`config.mk`:
```
export PLATFORM = sky130hd
export DESIGN_NAME = mem_access_unit
export DESIGN_NICKNAME = d
export VERILOG_FILES = /design/src/rtl/mem_access_unit.sv
export SDC_FILE = /design/constraint.sdc
export NUM_CORES = 1
export LEC_CHECK = 0
export CORE_UTILIZATION = 30
export CTS_CLUSTER_DIAMETER = 100
export DETAILED_ROUTE_END_ITERATION = 10
export PLACE_DENSITY = 0.72
export SLEW_MARGIN = 5
export SYNTH_ARGS = -nofsm -noshare
export SYNTH_HDL_FRONTEND = slang
export SYNTH_SLANG_ARGS = --single-unit
```
`constraint.sdc`:
```
create_clock -name clk -period 2.4 [get_ports clk]
set_input_delay 0.24 -clock clk [delete_from_list [all_inputs] [get_ports clk]]
set_output_delay 0.24 -clock clk [all_outputs]
set_load 0.02 [all_outputs]
```
`src/rtl/mem_access_unit.sv`:
```
// MEM-stage load/store unit: data-cache handshake, load alignment and the MEM/WB register.
// Optional build macro MEM_MISALIGN_EXP_EN enables misaligned-access exceptions.
`ifndef WORD_DATA_W
`define WORD_DATA_W 32
`endif
`ifndef REG_ADDR_W
`define REG_ADDR_W 5
`endif
`ifndef MEM_OP_W
`define MEM_OP_W 4
`endif
`ifndef HART_ID_W
`define HART_ID_W 2
`endif
`ifndef ISA_EXP_W
`define ISA_EXP_W 3
`endif
`ifndef EXP_NO_EXP
`define EXP_NO_EXP 3'h0
`endif
`ifndef EXP_LOAD_MISALIGNED
`define EXP_LOAD_MISALIGNED 3'h4
`endif
`ifndef EXP_STORE_MISALIGNED
`define EXP_STORE_MISALIGNED 3'h6
`endif
`ifndef DISABLE_
`define DISABLE_ 1'b1
`endif

module mem_access_unit (
  input  logic                   clk,
  input  logic                   reset,
  input  logic                   stall,
  input  logic                   flush,
  input  logic                   ex_en,
  input  logic [`WORD_DATA_W-1:0] ex_pc,
  input  logic [`ISA_EXP_W-1:0]  ex_exp_code,
  input  logic [`MEM_OP_W-1:0]   ex_mem_op,
  input  logic [`WORD_DATA_W-1:0] ex_mem_wr_data,
  input  logic [`WORD_DATA_W-1:0] ex_out,
  input  logic [`REG_ADDR_W-1:0] ex_rd_addr,
  input  logic                   ex_gpr_we_,
  input  logic [`HART_ID_W-1:0]  ex_hart_id,
  output logic                   dc_req,
  output logic                   dc_rw,
  output logic [31:0]            dc_addr,
  output logic [3:0]             dc_byte_en,
  output logic [31:0]            dc_wr_data,
  input  logic [31:0]            dc_rd_data,
  input  logic                   dc_ready,
  output logic                   mem_busy,
  output logic                   mem_en,
  output logic [`WORD_DATA_W-1:0] mem_pc,
  output logic [`ISA_EXP_W-1:0]  mem_exp_code,
  output logic [`WORD_DATA_W-1:0] mem_out,
  output logic [`REG_ADDR_W-1:0] mem_rd_addr,
  output logic                   mem_gpr_we_,
  output logic [`HART_ID_W-1:0]  mem_hart_id
);

  typedef enum logic {IDLE, WAIT} state_t;

  state_t      state, state_next;
  logic        hold_vld_p0;
  logic [31:0] hold_out_p0;
  logic        kill;
  logic        is_mem, is_store, is_load;
  logic [1:0]  size, ofs;
  logic        misaligned, mis_exp, access, complete, update;
  logic [31:0] out_next;

  function automatic logic [31:0] load_align(input logic [31:0] rd, input logic [1:0] ofs_a,
                                             input logic [1:0] size_a, input logic uns);
    logic [31:0] sh;
    sh = rd >> {ofs_a, 3'b000};
    case (size_a)
      2'b00:   load_align = uns ? {24'h0, sh[7:0]}  : {{24{sh[7]}}, sh[7:0]};
      2'b01:   load_align = uns ? {16'h0, sh[15:0]} : {{16{sh[15]}}, sh[15:0]};
      default: load_align = rd;
    endcase
  endfunction

  function automatic logic [31:0] store_rep(input logic [31:0] d, input logic [1:0] size_a);
    case (size_a)
      2'b00:   store_rep = {4{d[7:0]}};
      2'b01:   store_rep = {2{d[15:0]}};
      default: store_rep = d;
    endcase
  endfunction

  function automatic logic [3:0] lanes(input logic [1:0] ofs_a, input logic [1:0] size_a);
    case (size_a)
      2'b00:   lanes = 4'b0001 << ofs_a;
      2'b01:   lanes = 4'b0011 << ofs_a;
      default: lanes = 4'b1111;
    endcase
  endfunction

  assign size     = ex_mem_op[1:0];
  assign is_mem   = ex_mem_op[3:2] != 2'b00;
  assign is_store = ex_mem_op[3:2] == 2'b10;
  assign is_load  = is_mem & ~is_store;

`ifdef MEM_MISALIGN_EXP_EN
  assign ofs        = ex_out[1:0];
  assign misaligned = (size == 2'b01 & ex_out[0]) | (size[1] & ex_out[1:0] != 2'b00);
`else
  // Without exceptions, the low address bits below the access size are ignored.
  assign ofs        = (size == 2'b01) ? {ex_out[1], 1'b0} : (size[1] ? 2'b00 : ex_out[1:0]);
  assign misaligned = 1'b0;
`endif

  assign mis_exp = ex_en & is_mem & (ex_exp_code == `EXP_NO_EXP) & misaligned;
  assign access  = ex_en & is_mem & (ex_exp_code == `EXP_NO_EXP) & ~misaligned;

  assign dc_rw      = is_store;
  assign dc_addr    = {ex_out[31:2], 2'b00};
  assign dc_byte_en = lanes(ofs, size);
  assign dc_wr_data = store_rep(ex_mem_wr_data, size);

  always_ff @(posedge clk) begin
    if (reset) state <= IDLE;
    else       state <= state_next;
  end

  // A buffered result (hold_vld_p0) blocks a repeat request for the same held access.
  always_comb begin
    state_next = state;
    dc_req     = 1'b0;
    mem_busy   = 1'b0;
    complete   = 1'b0;
    case (state)
      IDLE: begin
        if (access & ~hold_vld_p0) begin
          dc_req = 1'b1;
          if (dc_ready) complete = 1'b1;
          else begin
            mem_busy   = 1'b1;
            state_next = WAIT;
          end
        end
      end
      WAIT: begin
        dc_req = 1'b1;
        if (dc_ready) begin
          complete   = 1'b1;
          state_next = IDLE;
        end else begin
          mem_busy = 1'b1;
        end
      end
      default: state_next = IDLE;
    endcase
  end

  assign update   = ~stall & ~mem_busy;
  assign out_next = (access & is_load) ? load_align(dc_rd_data, ofs, size, ex_mem_op[3]) : ex_out;

  // Stage p0: completion buffer and kill flag
  always_ff @(posedge clk) begin
    if (reset) begin
      hold_vld_p0 <= 1'b0;
      kill        <= 1'b0;
    end else if (update) begin
      hold_vld_p0 <= 1'b0;
      kill        <= 1'b0;
    end else begin
      if (complete)         hold_vld_p0 <= 1'b1;
      if (flush & mem_busy) kill        <= 1'b1;
    end
  end

  always_ff @(posedge clk) begin
    if (complete & ~update) hold_out_p0 <= out_next;
  end

  // Stage p1: MEM/WB register
  always_ff @(posedge clk) begin
    if (reset || (update && (flush || kill))) begin
      mem_en       <= 1'b0;
      mem_pc       <= '0;
      mem_exp_code <= `EXP_NO_EXP;
      mem_out      <= '0;
      mem_rd_addr  <= '0;
      mem_gpr_we_  <= `DISABLE_;
      mem_hart_id  <= '0;
    end else if (update) begin
      mem_en       <= ex_en;
      mem_pc       <= ex_pc;
      mem_rd_addr  <= ex_rd_addr;
      mem_hart_id  <= ex_hart_id;
      mem_exp_code <= mis_exp ? (is_store ? `EXP_STORE_MISALIGNED : `EXP_LOAD_MISALIGNED)
                              : ex_exp_code;
      mem_gpr_we_  <= mis_exp ? `DISABLE_ : ex_gpr_we_;
      mem_out      <= hold_vld_p0 ? hold_out_p0 : out_next;
    end
  end

endmodule

```
==> metrics.yaml <==
outcome:
  status: "complete, no violations"
clocking:
  post_cts_buffers: 0
  cts_resized: 0
  holdBufCountCts: 0
  clock_latency_ps: 370
  cts_tree: "yes"
  htreeDepth: 3
  path_clk_slew_ps: 80
  clockBufferDepth: 2
  cts_sinks: 111
  cts_buffers: 9
  cts_root_buf: "clkbuf_16"
detailed_routing:
  drc: 0
  wirelength_um: 21500
  via_count: 6055
  drt_first_pass_iters: 5
  wl_per_cell_um: 17.7
  ant_nets: 0
  vias_per_cell: 5.00
  drtIter0Drc: 328
worst_hold_path:
  hold_path.class: "in2reg"
  hp-start: "ex_pc[7]"
critical_path:
  ff2ff_path_depth: 6
  reg2reg_to: "mem_out[23]"
  arrival_ps: 2090
  regToRegStartpoint: "hold_vld_p0"
  startpoint_type: "input pin"
  crit_fanout: 8
  endpoint_kind: "output port"
  critPathCapture: "dc_wr_data[10]"
  regToRegSetupSlack_ps: 470
  crit_required_ps: 2160
  crit_start: "ex_mem_op[0]"
  worstSetupPathType: "in2out"
logic_synthesis:
  synth.distinct_cells: 50
  ys.flop_type: "dfxtp_1"
  yosysWarnings: 0
  syn_inst: 683
  synth_area_per_cell_um2: 8.60
  netlist_area_um2: 5880
  ys_seq_area_frac: 0.433
  ys_ff_latch: 111
  synth-edff-count: 32
  async_reset_ff_frac: 0
grt:
  grt_pass1_wl_um: 32500
  grt_util_all_layers: 0.213
  grt_pass1_vias: 5933
  grt_use_met3: 0.0565
  grt_use_met2: 0.374
  grt.busiest_layer: "met2"
  grt_remaining_overflow: 0
  antenna_found_initial: 3
  grt_max_degree: 46
  grtUsageMet1: 0.244
layout:
  n_fill_cell: 1833
  synthToLayoutAreaGrowth_pct: 59.8
  post-route-util: 0.495
  drive_above_1_share: 0.110
  nNetsFinal: 1091
timing:
  post-route-period-util: 0.969
  grt_setup_unrepaired: "no"
  hold_violations: 0
  setup_viol_count_final: 0
  fin_skew_ps: 10.2
  slew_violations: 0
  setup_ws_ps: 74.8
  fmax_ghz: 0.430
  fin_crit_ps: 2330
floorplanning:
  rows: 50
  die_width_um: 142
  start_util: 0.310
  num_io_pins: 296
  core_area_um2: 19000
  dieArea_um2: 20100
  die_height_um: 142
placed_design:
  pre_cts_ws_ps: -11.3
  gp_congestion: 0.816
  dp_hpwl_um: 16200
  portBuffers: 293
power_and_ir_drop:
  leakage_nw: 3.57
  power.density_nw_per_um2: 523
  irDropWorstVdd_mv: 0.246
run:
  maxCapViolCount: 0
[area by class of cell]
class                           count  area (µm²)  area share
Multi-Input combinational cell    474        2740       0.292
Sequential cell                   111        2540       0.271
Clock buffer                       10         250      0.0267
Timing Repair Buffer              340        3440       0.367
Tap cell                          260         325      0.0347
Antenna cell                        3        7.51    0.000800
Inverter                            6        22.5     0.00240
Clock inverter                      6        55.1     0.00587
[flip-flops by register name (all words and copies together) (netlist names)]
| name | cells |
|---|---|
| kill | 1 |
| hold_vld_p0 | 1 |
| mem_en | 1 |
| mem_exp_code | 3 |
| mem_out | 32 |
| mem_pc | 32 |
| mem_rd_addr | 5 |
| state | 1 |
| hold_out_p0 | 32 |
| mem_hart_id | 2 |
| mem_gpr_we_ | 1 |
[worst min-delay path by stage]
stage	slack, ps	cells past startpoint	to
finish	420	3	mem_pc[7]
global route	410	3	mem_pc[12]
CTS	410	3	mem_pc[7]
detailed placement	450	2	mem_pc[14]
global placement	440	2	mem_pc[20]
floorplan	310	1	state
[where the power goes]
part	switching [mW]	internal (mW)
registers	0.0381	2.01
logic	0.639	0.667
clock network	0.765	0.792
total	1.44	3.47
[cells in the final DEF, fill, tap and decap left out, types with 6 or more instances in the layout]
| cell type | count |
|---|---|
| buf_4 | 37 |
| clkdlybuf4s50_1 | 280 |
| buf_12 | 11 |
| a211oi_1 | 14 |
| mux2i_1 | 9 |
| dlymetal6s2s_1 | 11 |
| edfxtp_1 | 32 |
| mux2_2 | 21 |
| nor3_1 | 17 |
| dfxtp_1 | 79 |
| o21ba_1 | 6 |
| clkbuf_16 | 10 |
| o221ai_1 | 25 |
| a31oi_1 | 8 |
| o21ai_0 | 28 |
| nor2_1 | 32 |
| a21oi_1 | 99 |
| nand2_1 | 144 |
| nand3_1 | 8 |
[routing by layer]
layer  wire (µm)  vias to the layer above
li1            -                     2918
met1        8530                     2829
met2       10800                      278
met3        1700                       30
met4         400                        0
met5           0                        -
[through the flow]
stage	instance area, µm²	power, mW	hold slack [ps]	instances	setup TNS, ps
final	9390	4.91	416	1210	0
after global routing	9390	5.12	408	1210	0
after global placement	9050	3.39	441	1191	0
after detailed placement	9050	3.40	446	1191	-33.2
after floorplan	5880	2.71	312	684	0
after CTS	9350	4.96	406	1207	0
[critical path, cell delays in order]
cell and delay (ps):
clkdlybuf4s50_1 480, buf_4 220, nor2_2 130, buf_4 150, mux2_2 320, clkdlybuf4s50_1 530
[cells by family after synthesis]
logic type	count (synthesis)	share of synthesized area
buffers and inverters	99	0.102
AO/OA/AOI/OAI	220	0.249
multiplexers	30	0.0556
flip-flops	111	0.433
AND/OR/NAND/NOR	222	0.161
other	1	0.000638
[cells in the mapped netlist (all sizes together), types with 2 or more instances]
master	number	area share
a211o	5	0.0075
a211oi	17	0.024
a21o	3	0.0038
a21oi	101	0.090
a22o	4	0.0060
a22oi	5	0.0064
a31oi	8	0.0085
and2	2	0.0021
buf	78	0.089
clkbuf	15	0.0096
dfxtp	79	0.27
edfxtp	32	0.16
inv	6	0.0038
mux2	21	0.040
mux2i	9	0.015
nand2	144	0.092
nand2b	5	0.0053
nand3	8	0.0068
nor2	33	0.022
nor2b	6	0.0077
nor3	17	0.014
o21ai	31	0.026
o21ba	8	0.014
o21bai	2	0.0026
o221ai	26	0.040
o22ai	3	0.0032
o31ai	2	0.0049
or3	3	0.0032
Power figures use the tool's default switching activity.
